==> config.mk <==
export PLATFORM = sky130hd
export DESIGN_NAME = conv_ola_sequencer_flat
export DESIGN_NICKNAME = d
export VERILOG_FILES = /design/src/rtl/conv_ola_sequencer_if.sv /design/src/rtl/conv_ola_sequencer.sv /design/src/flat_wrapper.sv
export SDC_FILE = /design/constraint.sdc
export NUM_CORES = 1
export LEC_CHECK = 0
export ABC_CLOCK_PERIOD_IN_PS = 2400
export BUFFER_PORTS_ARGS = -buffer_cell sky130_fd_sc_hd__buf_2
export CAP_MARGIN = 40
export CORE_UTILIZATION = 43
export DETAILED_ROUTE_END_ITERATION = 10
export PLACE_DENSITY_LB_ADDON = 0.25
export SYNTH_ARGS = -nofsm -noshare
export SYNTH_HDL_FRONTEND = slang
export SYNTH_SLANG_ARGS = --single-unit
==> constraint.sdc <==
create_clock -name clk -period 2.4 [get_ports clk]
set_input_delay 0.48 -clock clk [delete_from_list [all_inputs] [get_ports clk]]
set_output_delay 0.48 -clock clk [all_outputs]
set_load 0.02 [all_outputs]
==> src/rtl/conv_ola_sequencer_if.sv <==
`timescale 1ns/1ps
// Block-in / beat-out stream bundle; master is the sequencer side, slave is the producer/consumer side.
interface conv_ola_sequencer_if;
  logic        in_valid;
  logic        in_ready;
  logic [15:0] in_data;
  logic        out_valid;
  logic        out_ready;
  logic [15:0] out_data;
  logic        out_last;

  modport master (
    input  in_valid, in_data, out_ready,
    output in_ready, out_valid, out_data, out_last
  );

  modport slave (
    output in_valid, in_data, out_ready,
    input  in_ready, out_valid, out_data, out_last
  );
endinterface

==> src/rtl/conv_ola_sequencer.sv <==
`timescale 1ns/1ps
// Overlap-add sequencer around a 4x4 nibble conv unit; out_valid CONV_LAT+1 cycles after the input handshake cycle.
// One block in flight: in_ready only in LOAD, so a stalled output beat holds off the next input block.
module conv_ola_sequencer #(
  parameter int CONV_LAT = 1,
  parameter int BLK_W    = 8
) (
  input  logic                 clk,
  input  logic                 rst,
  input  logic                 start,
  input  logic [BLK_W-1:0]     num_blocks,
  input  logic [15:0]          taps,
  output logic                 busy,
  output logic                 done,
  conv_ola_sequencer_if.master bus,
  output logic [31:0]          conv_a,
  output logic [31:0]          conv_b,
  input  logic [31:0]          conv_result
);

  localparam int LAT_W = (CONV_LAT > 1) ? $clog2(CONV_LAT) : 1;
  localparam logic [LAT_W-1:0] LAT_LAST = LAT_W'(CONV_LAT - 1);

  typedef enum logic [2:0] {
    IDLE,
    LOAD,
    ISSUE,
    OUT,
    FLUSH,
    DONE
  } state_t;

  state_t           state;
  state_t           state_nxt;
  logic [15:0]      taps_q;
  logic [15:0]      a_q;
  logic [BLK_W-1:0] blocks_left;
  logic [LAT_W-1:0] lat_cnt;
  logic [3:0]       t0;
  logic [3:0]       t1;
  logic [3:0]       t2;
  logic [15:0]      out_data_q;
  logic             lat_done;
  logic [3:0]       sum0;
  logic [3:0]       sum1;
  logic [3:0]       sum2;
  logic             in_ready_c;
  logic             out_valid_c;
  logic             out_last_c;
  logic             unused_top;

  // The top result nibble carries no convolution lane.
  assign unused_top = ^conv_result[31:28];

  assign lat_done = (lat_cnt == LAT_LAST);
  assign sum0     = conv_result[3:0]  + t0;
  assign sum1     = conv_result[7:4]  + t1;
  assign sum2     = conv_result[11:8] + t2;

  always_ff @(posedge clk or posedge rst) begin
    if (rst) begin
      state <= IDLE;
    end else begin
      state <= state_nxt;
    end
  end

  always_comb begin
    state_nxt   = state;
    busy        = (state != IDLE);
    done        = 1'b0;
    in_ready_c  = 1'b0;
    out_valid_c = 1'b0;
    out_last_c  = 1'b0;
    case (state)
      IDLE: begin
        if (start) begin
          state_nxt = (num_blocks == '0) ? DONE : LOAD;
        end
      end
      LOAD: begin
        in_ready_c = 1'b1;
        if (bus.in_valid) begin
          state_nxt = ISSUE;
        end
      end
      ISSUE: begin
        if (lat_done) begin
          state_nxt = OUT;
        end
      end
      OUT: begin
        out_valid_c = 1'b1;
        if (bus.out_ready) begin
          state_nxt = (blocks_left != '0) ? LOAD : FLUSH;
        end
      end
      FLUSH: begin
        out_valid_c = 1'b1;
        out_last_c  = 1'b1;
        if (bus.out_ready) begin
          state_nxt = DONE;
        end
      end
      DONE: begin
        done      = 1'b1;
        state_nxt = IDLE;
      end
      default: state_nxt = IDLE;
    endcase
  end

  always_ff @(posedge clk or posedge rst) begin
    if (rst) begin
      taps_q      <= '0;
      a_q         <= '0;
      blocks_left <= '0;
      lat_cnt     <= '0;
      t0          <= '0;
      t1          <= '0;
      t2          <= '0;
      out_data_q  <= '0;
    end else begin
      case (state)
        IDLE: begin
          if (start) begin
            taps_q      <= taps;
            blocks_left <= num_blocks;
            t0          <= '0;
            t1          <= '0;
            t2          <= '0;
          end
        end
        LOAD: begin
          if (bus.in_valid) begin
            a_q     <= bus.in_data;
            lat_cnt <= '0;
          end
        end
        ISSUE: begin
          // Low lanes absorb the previous block's tail; high lanes become the new tail.
          if (lat_done) begin
            out_data_q  <= {conv_result[15:12], sum2, sum1, sum0};
            t0          <= conv_result[19:16];
            t1          <= conv_result[23:20];
            t2          <= conv_result[27:24];
            blocks_left <= blocks_left - BLK_W'(1);
          end else begin
            lat_cnt <= lat_cnt + LAT_W'(1);
          end
        end
        OUT: begin
          if (bus.out_ready && (blocks_left == '0)) begin
            out_data_q <= {4'h0, t2, t1, t0};
          end
        end
        default: ;
      endcase
    end
  end

  assign bus.in_ready  = in_ready_c;
  assign bus.out_valid = out_valid_c;
  assign bus.out_last  = out_last_c;
  assign bus.out_data  = out_data_q;
  assign conv_a        = {16'h0, a_q};
  assign conv_b        = {16'h0, taps_q};

endmodule

==> src/flat_wrapper.sv <==
// flat-port wrapper written by rule: the top's interface ports become plain ports
module conv_ola_sequencer_flat 
#(
  parameter int CONV_LAT = 1,
  parameter int BLK_W    = 8
)
  (clk, rst, start, num_blocks, taps, busy, done, conv_a, conv_b, conv_result, bus_in_valid, bus_in_data, bus_out_ready, bus_in_ready, bus_out_valid, bus_out_data, bus_out_last);
  conv_ola_sequencer_if bus_i ();
  input  logic clk;
  input  logic rst;
  input  logic start;
  input  logic [BLK_W-1:0] num_blocks;
  input  logic [15:0] taps;
  output logic busy;
  output logic done;
  output logic [31:0] conv_a;
  output logic [31:0] conv_b;
  input  logic [31:0] conv_result;
  input wire logic [$bits(bus_i.in_valid)-1:0] bus_in_valid;
  input wire logic [$bits(bus_i.in_data)-1:0] bus_in_data;
  input wire logic [$bits(bus_i.out_ready)-1:0] bus_out_ready;
  output wire logic [$bits(bus_i.in_ready)-1:0] bus_in_ready;
  output wire logic [$bits(bus_i.out_valid)-1:0] bus_out_valid;
  output wire logic [$bits(bus_i.out_data)-1:0] bus_out_data;
  output wire logic [$bits(bus_i.out_last)-1:0] bus_out_last;
  assign bus_i.in_valid = bus_in_valid;
  assign bus_i.in_data = bus_in_data;
  assign bus_i.out_ready = bus_out_ready;
  assign bus_in_ready = bus_i.in_ready;
  assign bus_out_valid = bus_i.out_valid;
  assign bus_out_data = bus_i.out_data;
  assign bus_out_last = bus_i.out_last;
  conv_ola_sequencer #(.CONV_LAT(CONV_LAT), .BLK_W(BLK_W)) u_core (.clk(clk), .rst(rst), .start(start), .num_blocks(num_blocks), .taps(taps), .busy(busy), .done(done), .bus(bus_i), .conv_a(conv_a), .conv_b(conv_b), .conv_result(conv_result));
endmodule
==> results.tsv, run 1 <==
metric	value	unit
Port Buffers	125	
Setup Buffers After CTS	0	
grt total ovfl	0	
CP max stage cell	or3b_2	
worst r2r src	u_core.state[0]$_DFFE_PP0P_	
worst path bufs/invs	1	
# rows	33	
r2r setup slk	0.29	ns
Avg Inst Size Synth	9.299	sq um
Distinct cells, synth	48	
pin slew with the least headroom to its limit	0.7722	ns
post-synthesis share of cell area spent on xor and xnor gates	0.007099	
placed cell count	621	
clk buf depth	2	
DRC	0	
Fin Setup TNS	0	ns
Worst path top cell family by delay	simple AND/OR/NAND/NOR gates	
CP Capture Point	bus_out_valid	
initial DRC count	129	
most frequent cells in the layout	buf_2 (125), nand2_1 (98), dfrtp_1 (71), conb_1 (32), nor2_1 (23)	
Min-Delay Path Class	in -> async	
DRT Pass-1 Iters	5	
Area Growth Syn to Fin	24.88	%
Worst-Skew Late Latency	0.34	ns
Post-synth EDFFs	0	
clock skew	0.007941	ns
CP required	1.92	ns
hold_buf cts	0	
reg2reg end	u_core.t1[0]$_DFFE_PP0P_	
Leak Pwr	0.002417	uW
most common cell after layout, fill and taps aside	buf_2	
total CTS buffers	9	
WL/cell	13.56	um
maximum capacitance violations	0	
PostCTS Resize Cnt	0	
Vias/cell	4.898	
Final Cell Area	0.004622	sq mm
Critical Path Sink Type	output pin	
CP Launch Type	flip-flop	
Synth Area in Adders	0.05003	
chip width	94.78	um
CTS tree	built	
largest net degree at the start of global routing	72	
final wirelength	8.635	mm
All-Layer GR Usage	0.2005	
Crit Path Max Fanout	11	
final hold vios	0	
Seq/Total Area, Yosys	0.4801	
global-route wire length before repair	13.85	mm
top_reg_cell synth	dfrtp_1	
CTS H-Tree Depth	3	
Cells after Synth	398	
Slew headroom	0.4839	
fin crit share	0.8905	
fmax	0.4679	GHz
Yosys reg bits	71	
initial antenna violation count	0	
largest family of logic cells by synthesized area	simple AND/OR/NAND/NOR gates	
gpl congestion	0.8236	
fin. max-slew vios	0	
Worst EP arrival	1.66	ns
Sink Count	71	
vias post-DR	3120	
post-route ant nets	0	
Post-Synth Simple-Gate Area	0.2008	
Peak VDD IR	0.0006242	V
Area after DPL	0.004385	sq mm
Critical path origin	u_core.state[1]$_DFFE_PP0P_	
Compound-Gate Fraction of Synth Area	0.1038	
CTS Root Cell	clkbuf_8	
PwrDens	1320	mW/mm^2
nets	617	
status	completed	
Worst Reg-to-Reg Cells	5	
share of cells above drive strength 1	0.3346	
Ys Warns	0	
# diodes	0	
Die H	94.78	um
multiplexer area fraction after synthesis	0.05172	
synthesized area	0.003701	sq mm
RSZ-0062 raised after global routing	no	
Crit Path Class	reg -> out	
Cell Chain, Critical Path	or3b_2, nand2_1, buf_2	
Clock Pin Slew Worst Setup and Hold Paths	0.08	ns
Final setup viols	0	
Initial Utilization	0.4482	
number of global-route vias before repair	2947	
Final Non-Filler Cells	637	
Tmin final	2.137	ns
I/O pin count	162	
Crit path depth	3	
critical path's largest stage delay	0.55	ns
DP Wirelength	6.216	mm
die area	0.008982	sq mm
core area	0.008258	sq mm
Async S/R FF share, synth	1.000	
==> routing by layer <==
layer | share of wire | global-route usage
met1 | 0.45 | 0.2706
met4 | 0.012 | 0.07071
met3 | 0.073 | 0.05233
met2 | 0.47 | 0.3106
met5 | 0 | 0
==> tightest hold or removal path, delay by kind of cell <==
kind                   cells  cell delay, ns
buffers and inverters      3            0.48
==> state kept, by name, summed over array words and instances, names as in the netlist <==
register             flops
u_core.a_q              16
u_core.bus.out_data     16
u_core.taps_q           16
u_core.blocks_left       8
u_core.t0                4
u_core.t1                4
u_core.t2                4
u_core.state             3
==> cell usage after synthesis (2+ instances only) <==
| cell | count | area, sq um |
|---|---|---|
| buf_1 | 3 | 11.26 |
| nor4_1 | 4 | 25.02 |
| o41a_1 | 3 | 33.78 |
| a21oi_1 | 20 | 100.1 |
| inv_1 | 20 | 75.07 |
| o31ai_1 | 7 | 52.55 |
| mux2_1 | 3 | 33.78 |
| mux2_2 | 14 | 157.7 |
| or3b_2 | 2 | 17.52 |
| nand2_1 | 98 | 367.9 |
| buf_2 | 3 | 15.01 |
| clkbuf_1 | 13 | 48.80 |
| fa_1 | 3 | 60.06 |
| buf_4 | 32 | 240.2 |
| a211oi_1 | 5 | 37.54 |
| dfrtp_1 | 71 | 1777 |
| nor2_1 | 23 | 86.33 |
| ha_1 | 10 | 125.1 |
| o21ai_0 | 10 | 50.05 |
| a31oi_1 | 3 | 18.77 |
| nand3_1 | 20 | 100.1 |
| xor2_1 | 3 | 26.28 |
| and3_1 | 3 | 18.77 |
==> area by class of cell <==
type / instances / area, sq um
clock buffers: 10 / 127.6
clock inverters: 6 / 108.9
fillers: 784 / 3636
inverters: 20 / 75.07
multi-input cells: 287 / 1663
flip-flops and latches: 71 / 1777
well taps: 105 / 131.4
repair buffers: 138 / 739.5
==> kinds of logic after synthesis <==
group	after synthesis
buffers and inverters	71
AOI/OAI and AO/OA	58
DFF	71
adders and majority gates	13
xor gates and xnor gates	3
and+or+nand+nor	164
muxes	17
other	1
==> stage by stage <==
stage	worst slack, ns	utilization	hold WS, ns	total power (uW)
2_1_floorplan	0.1234	-	0.4883	4090
3_3_place_gp	0.1520	0.5297	0.4475	4891
3_5_place_dp	0.2898	0.5311	0.4550	4995
4_1_cts	0.2366	0.5597	0.2161	6167
5_1_grt	0.1607	0.5597	0.2438	6575
6_report	0.2629	0.5597	0.2056	6099
==> how the worst min path moves through the flow <==
stage / start / to / cells after the start
detailed placement: u_core.bus.out_data[12]$_DFFE_PP0P_ / u_core.bus.out_data[12]$_DFFE_PP0P_ / 2
CTS: rst / u_core.a_q[15]$_DFFE_PP0P_ / 3
global placement: u_core.bus.out_data[12]$_DFFE_PP0P_ / u_core.bus.out_data[12]$_DFFE_PP0P_ / 2
finish: rst / u_core.a_q[15]$_DFFE_PP0P_ / 3
global route: rst / u_core.taps_q[10]$_DFFE_PP0P_ / 3
floorplan: u_core.t0[2]$_DFFE_PP0P_ / u_core.t0[2]$_DFFE_PP0P_ / 2
==> power breakdown <==
| group | total, uW | leakage [uW] | switching (uW) | internal, uW |
|---|---|---|---|---|
| Combinational | 2840 | 0.00144 | 1730 | 1110 |
| Clock | 1140 | 0.000120 | 452 | 689 |
| Sequential | 2120 | 0.000854 | 364 | 1750 |
No activity file was read; power rests on OpenSTA's default activity.
==> run 2, diff against run 1 <==
--- a/config.mk
+++ b/config.mk
@@ -8,6 +8,7 @@
 export ABC_CLOCK_PERIOD_IN_PS = 2400
 export BUFFER_PORTS_ARGS = -buffer_cell sky130_fd_sc_hd__buf_2
 export CAP_MARGIN = 40
+export CORE_ASPECT_RATIO = 1.1
 export CORE_UTILIZATION = 43
 export DETAILED_ROUTE_END_ITERATION = 10
 export PLACE_DENSITY_LB_ADDON = 0.25
==> run 2 against run 1 <==
Effect of this change:
- critical path depth unchanged
- register-to-register slack improved by 0.02 ns
- sequential power about the same
- final cell count increased by 0.94%
- largest power group unchanged
- largest cell class unchanged
- routed wire length decreased by 1.4%
- non-clock buffer count unchanged
- clock power decreased by 13%
- first-iteration DRC count decreased by 23%
- critical endpoint unchanged
- sequential share of layout area increased by 0.21 points
- clock-buffer cell count decreased by 1
- flip-flop and latch count unchanged
==> results.tsv, run 2 (synthesis gave the netlist of run 1 again) <==
metric	value	unit
post-route ant nets	0	
Worst EP arrival	1.70	ns
dpl ws	0.3020	ns
I/O pin count	162	
# diodes	0	
CP max stage cell	or3b_2	
fmax	0.4597	GHz
total CTS buffers	9	
Vias/cell	4.823	
PostCTS Resize Cnt	0	
CP Launch Type	flip-flop	
Area after DPL	0.004393	sq mm
Critical Path Sink Type	output pin	
critical path's largest stage delay	0.58	ns
Slew headroom	0.4572	
initial antenna violation count	0	
Port Buffers	125	
hold_buf cts	0	
Peak VDD IR	0.0006761	V
RSZ-0062 raised after global routing	no	
CTS tree	built	
share of cells above drive strength 1	0.3365	
die area	0.008982	sq mm
Min-Delay Path Class	in -> async	
chip width	90.46	um
DRT Pass-1 Iters	6	
gpl congestion	0.8407	
Crit Path Class	reg -> out	
core area	0.008364	sq mm
Worst path top cell family by delay	simple AND/OR/NAND/NOR gates	
initial DRC count	99	
setup ws final	0.2245	ns
number of global-route vias before repair	2987	
Worst-Skew Late Latency	0.35	ns
grt total ovfl	0	
pin slew with the least headroom to its limit	0.8120	ns
Tmin final	2.175	ns
status	completed	
Crit Path Max Fanout	12	
# rows	35	
largest net degree at the start of global routing	72	
most common cell after layout, fill and taps aside	buf_2	
fin crit share	0.9065	
final wirelength	8.511	mm
CTS Root Cell	clkbuf_8	
WL/cell	13.24	um
All-Layer GR Usage	0.1977	
vias post-DR	3101	
CP required	1.92	ns
DP Wirelength	6.209	mm
worst path bufs/invs	1	
CTS H-Tree Depth	3	
Clock Pin Slew Worst Setup and Hold Paths	0.09	ns
Setup Buffers After CTS	0	
Hold Slack	0.1974	ns
Tot Pwr	5936	uW
Cell Chain, Critical Path	or3b_2, nand2_1, buf_2	
clk buf depth	2	
final hold vios	0	
Die H	99.30	um
PwrDens	1291	mW/mm^2
Initial Utilization	0.4425	
Leak Pwr	0.002393	uW
Fin Setup TNS	0	ns
nets	617	
fin. max-slew vios	0	
most frequent cells in the layout	buf_2 (125), nand2_1 (98), dfrtp_1 (71), conb_1 (32), nor2_1 (23)	
global-route wire length before repair	14.01	mm
Final setup viols	0	
DRC	0	
Area Growth Syn to Fin	24.21	%
clock skew	0.01086	ns
maximum capacitance violations	0	
Final Cell Area	0.004597	sq mm
Sink Count	71	
-- run 2: changes by cell type in the layout (fill, tap and decap cells not counted), sizes merged --
cell / delta
bufinv: -2
clkbuf: -1
clkinv: -1
clkinvlp: +2
inv: +2
-- run 2: final timing paths --
kind	slack, ns	cells past startpoint	startpoint	end
max reg2reg	0.31	5	u_core.state[1]$_DFFE_PP0P_	u_core.t1[0]$_DFFE_PP0P_
min	0.20	3	rst	u_core.t0[1]$_DFFE_PP0P_
min in group clk	0.31	3	taps[10]	u_core.taps_q[10]$_DFFE_PP0P_
min reg2reg	0.48	2	u_core.bus.out_data[15]$_DFFE_PP0P_	u_core.bus.out_data[15]$_DFFE_PP0P_
max	0.22	3	u_core.state[0]$_DFFE_PP0P_	bus_out_valid
max in group asynchronous	1.90	3	rst	u_core.bus.out_data[11]$_DFFE_PP0P_
-- run 2: area by class of cell --
type                            instances  area, sq um
Clock buffer                            9        123.9
Clock inverter                          7        80.08
Fill cell                             847         3767
Inverter                               20        75.07
Multi-Input combinational cell        287         1663
Sequential cell                        71         1777
Tap cell                              111        138.9
Timing Repair Buffer                  138        739.5
-- run 2: power by group --
part	switching, uW	internal, uW
Combinational	1710	1120
Sequential	368	1750
Clock	498	490
Total	2580	3360
-- run 2: per-layer routing --
layer	vias to the layer above	share of wire	track usage
met2	105	0.48	0.3312
met4	0	0.013	0.06700
li1	1528	-	-
met5	-	0	0
met1	1459	0.44	0.2453
met3	9	0.064	0.05810
-- run 2: metrics by stage --
stage            util  instances
3_3_place_gp   0.5239        626
6_report       0.5496        643
3_5_place_dp   0.5252        627
4_1_cts        0.5496        643
2_1_floorplan       -        429
5_1_grt        0.5496        643
-- run 2: worst min-delay path: cells and delay by family --
kind / cells / cell delay [ns]
buffers and inverters: 3 / 0.48
==> run 3, diff against run 2 <==
--- a/config.mk
+++ b/config.mk
@@ -5,13 +5,14 @@
 export SDC_FILE = /design/constraint.sdc
 export NUM_CORES = 1
 export LEC_CHECK = 0
+export ABC_AREA = 1
 export ABC_CLOCK_PERIOD_IN_PS = 2400
 export BUFFER_PORTS_ARGS = -buffer_cell sky130_fd_sc_hd__buf_2
 export CAP_MARGIN = 40
 export CORE_ASPECT_RATIO = 1.1
 export CORE_UTILIZATION = 43
 export DETAILED_ROUTE_END_ITERATION = 10
-export PLACE_DENSITY_LB_ADDON = 0.25
+export PLACE_DENSITY_LB_ADDON = 0.3
 export SYNTH_ARGS = -nofsm -noshare
 export SYNTH_HDL_FRONTEND = slang
 export SYNTH_SLANG_ARGS = --single-unit
==> run 3 against run 2 <==
Effect of this change:
- combinational power is 5% higher
- largest cell class unchanged
- final cell count is 8.4% higher
- routed wire length is 1.6% higher
- register-to-register slack better by 0.26 ns
- die area is 2.8% higher
- clock power is 2.7% lower
- critical path type unchanged
- first-iteration DRC count is 38% higher
- global-route usage is 0.30 points lower
- critical path depth is 3 higher
==> results.tsv, run 3 <==
metric	value	unit
CTS Root Cell	clkbuf_8	
Area after DPL	0.004458	sq mm
DRT Pass-1 Iters	5	
Avg Inst Size Synth	8.455	sq um
Sink Count	71	
grt total ovfl	0	
I/O pin count	162	
Tmin final	2.123	ns
PostCTS Resize Cnt	0	
Critical Path Sink Type	output pin	
DP Wirelength	6.528	mm
Ys Warns	0	
status	completed	
Setup Buffers After CTS	0	
most frequent cells in the layout	nand2_1 (153), buf_2 (125), dfrtp_1 (71), nand3_1 (37), conb_1 (32)	
area of the multi-input gates	0.001705	sq mm
CP max stage cell	dfrtp_1	
global-route wire length before repair	14.12	mm
largest net degree at the start of global routing	34	
Area Growth Syn to Fin	22.39	%
fillers	824	
top-count cell post-synth	nand2_1	
gpl congestion	0.8813	
top_reg_cell synth	dfrtp_1	
DRC	0	
hold_buf cts	0	
Slew headroom	0.6511	
Worst path top cell family by delay	buffers and inverters	
fin crit share	0.8845	
All-Layer GR Usage	0.1947	
fin. max-slew vios	0	
WL/cell	12.41	um
CTS H-Tree Depth	3	
Yosys reg bits	71	
initial antenna violation count	0	
Sequential Area	0.001777	sq mm
top cells by area, synth	dfrtp_1 (47%), nand2_1 (15%), buf_4 (6.5%)	
CP Launch Type	flip-flop	
CTS tree	built	
area leader, netlist	dfrtp_1	
Async S/R FF share, synth	1.000	
Seq/Total Area, Yosys	0.4670	
post-route ant nets	0	
# rows	35	
Commonest cells post-synth	nand2_1 (153), dfrtp_1 (71), nand3_1 (37)	
Min-Delay Path Class	in -> async	
RSZ-0062 raised after global routing	no	
Final setup viols	0	
Distinct cells, synth	29	
total CTS buffers	9	
number of global-route vias before repair	3107	
core area	0.008496	sq mm
# diodes	0	
top cell type's share of synthesized area	0.4670	
synthesized area	0.003805	sq mm
most common cell after layout, fill and taps aside	nand2_1	
fmax	0.4711	GHz
vias post-DR	3301	
critical path's largest stage delay	0.43	ns
Final Cell Area	0.004657	sq mm
clock skew	0.01480	ns
final hold vios	0	
worst path bufs/invs	3	
Crit Path Max Fanout	10	
Port Buffers	125	
Worst EP arrival	1.64	ns
clk buf depth	2	
Worst-Skew Late Latency	0.35	ns
Cells after Synth	450	
Leak Pwr	0.002605	uW
Clock Pin Slew Worst Setup and Hold Paths	0.08	ns
Fin Setup TNS	0	ns
final wirelength	8.651	mm
Peak VDD IR	0.0006168	V
r2r setup slk	0.57	ns
initial DRC count	137	
Die H	100.7	um
Initial Utilization	0.4479	
maximum capacitance violations	0	
chip width	91.69	um
CP required	1.92	ns
pin slew with the least headroom to its limit	0.5225	ns
nets	671	
share of cells above drive strength 1	0.2833	
Crit Path Class	reg -> out	
PwrDens	1300	mW/mm^2
Cell Chain, Critical Path	inv_1, nand2_2, nor2_4, clkinv_1, nand2_1, buf_2	
die area	0.009230	sq mm
Post-synth EDFFs	0	
Vias/cell	4.736	
run 3: cell count changes after synthesis, moves of 4 or more:
cell	previous run	this run
inv_1	20	31
o21ai_0	10	27
mux2_1	3	9
a211oi_1	5	0
a21oi_1	20	1
a22o_1	0	6
mux2_2	14	7
nand4_1	0	5
clkbuf_1	13	4
nand3_1	20	37
nor4_1	4	0
o31ai_1	7	0
nand2_1	98	153
run 3: worst paths after layout:
| path | start | endpoint | cells after the start |
|---|---|---|---|
| setup / recovery | u_core.state[2]$_DFFE_PP0P_ | bus_out_valid | 6 |
| max in group asynchronous | rst | u_core.blocks_left[2]$_DFFE_PP0P_ | 3 |
| min in group clk | taps[12] | u_core.taps_q[12]$_DFFE_PP0P_ | 3 |
| hold reg to reg | u_core.taps_q[6]$_DFFE_PP0P_ | u_core.taps_q[6]$_DFFE_PP0P_ | 2 |
| hold / removal | rst | u_core.a_q[4]$_DFFE_PP0P_ | 2 |
| setup reg to reg | u_core.blocks_left[0]$_DFFE_PP0P_ | u_core.bus.out_data[1]$_DFFE_PP0P_ | 10 |
run 3: layout make-up:
type	instances	share of cell area
sequential	71	0.3815
clock buffer	11	0.03036
inverter	35	0.02821
timing repair buffer	134	0.1515
multi-input combinational	330	0.3662
clock inverter	5	0.01236
tap	111	0.02982
run 3: power by group:
part | switching, uW | internal [uW]
sequential | 349 | 1760
clock | 452 | 509
combinational | 1920 | 1070
total | 2720 | 3340
run 3: logic make-up (layout without fill, tap and decap cells):
logic type | Yosys count | count (layout) | synth area share
simple gates | 224 | 224 | 0.2453
flops | 71 | 71 | 0.4670
compound gates | 36 | 36 | 0.05458
other cells | 1 | 32 | 0.0009856
xor+xnor | 9 | 9 | 0.02072
mux | 16 | 16 | 0.04735
fa+ha+maj | 13 | 13 | 0.04867
buf+inv | 80 | 185 | 0.1154
run 3: worst reg2reg max path: stages (launching register included):
cell,delay (ns)
dfrtp_1,0.38
inv_1,0.09
ha_1,0.19
inv_1,0.05
nor2_1,0.15
nand2_1,0.14
nor3_1,0.17
nand2_1,0.09
nand2_1,0.34
nand2_1,0.11
nand2_1,0.08
run 3: through the flow:
stage	instances	total power [uW]	hold slack, ns	util	setup WS [ns]
2_1_floorplan	481	4235	0.4691	-	0.1234
3_3_place_gp	681	5034	0.4489	0.5247	0.6195
3_5_place_dp	681	5136	0.4563	0.5247	0.5693
4_1_cts	697	6105	0.1728	0.5482	0.2568
5_1_grt	697	6553	0.2217	0.5482	0.09979
6_report	697	6054	0.1628	0.5482	0.2771
run 3: per-layer routing:
metal  GRT usage  wire length (um)  vias to the layer above
li1            -                 -                     1636
met1      0.2422              3792                     1518
met2      0.3297              4041                      134
met3     0.04525               660                       13
met4     0.07692               157                        0
met5           0                 0                        -
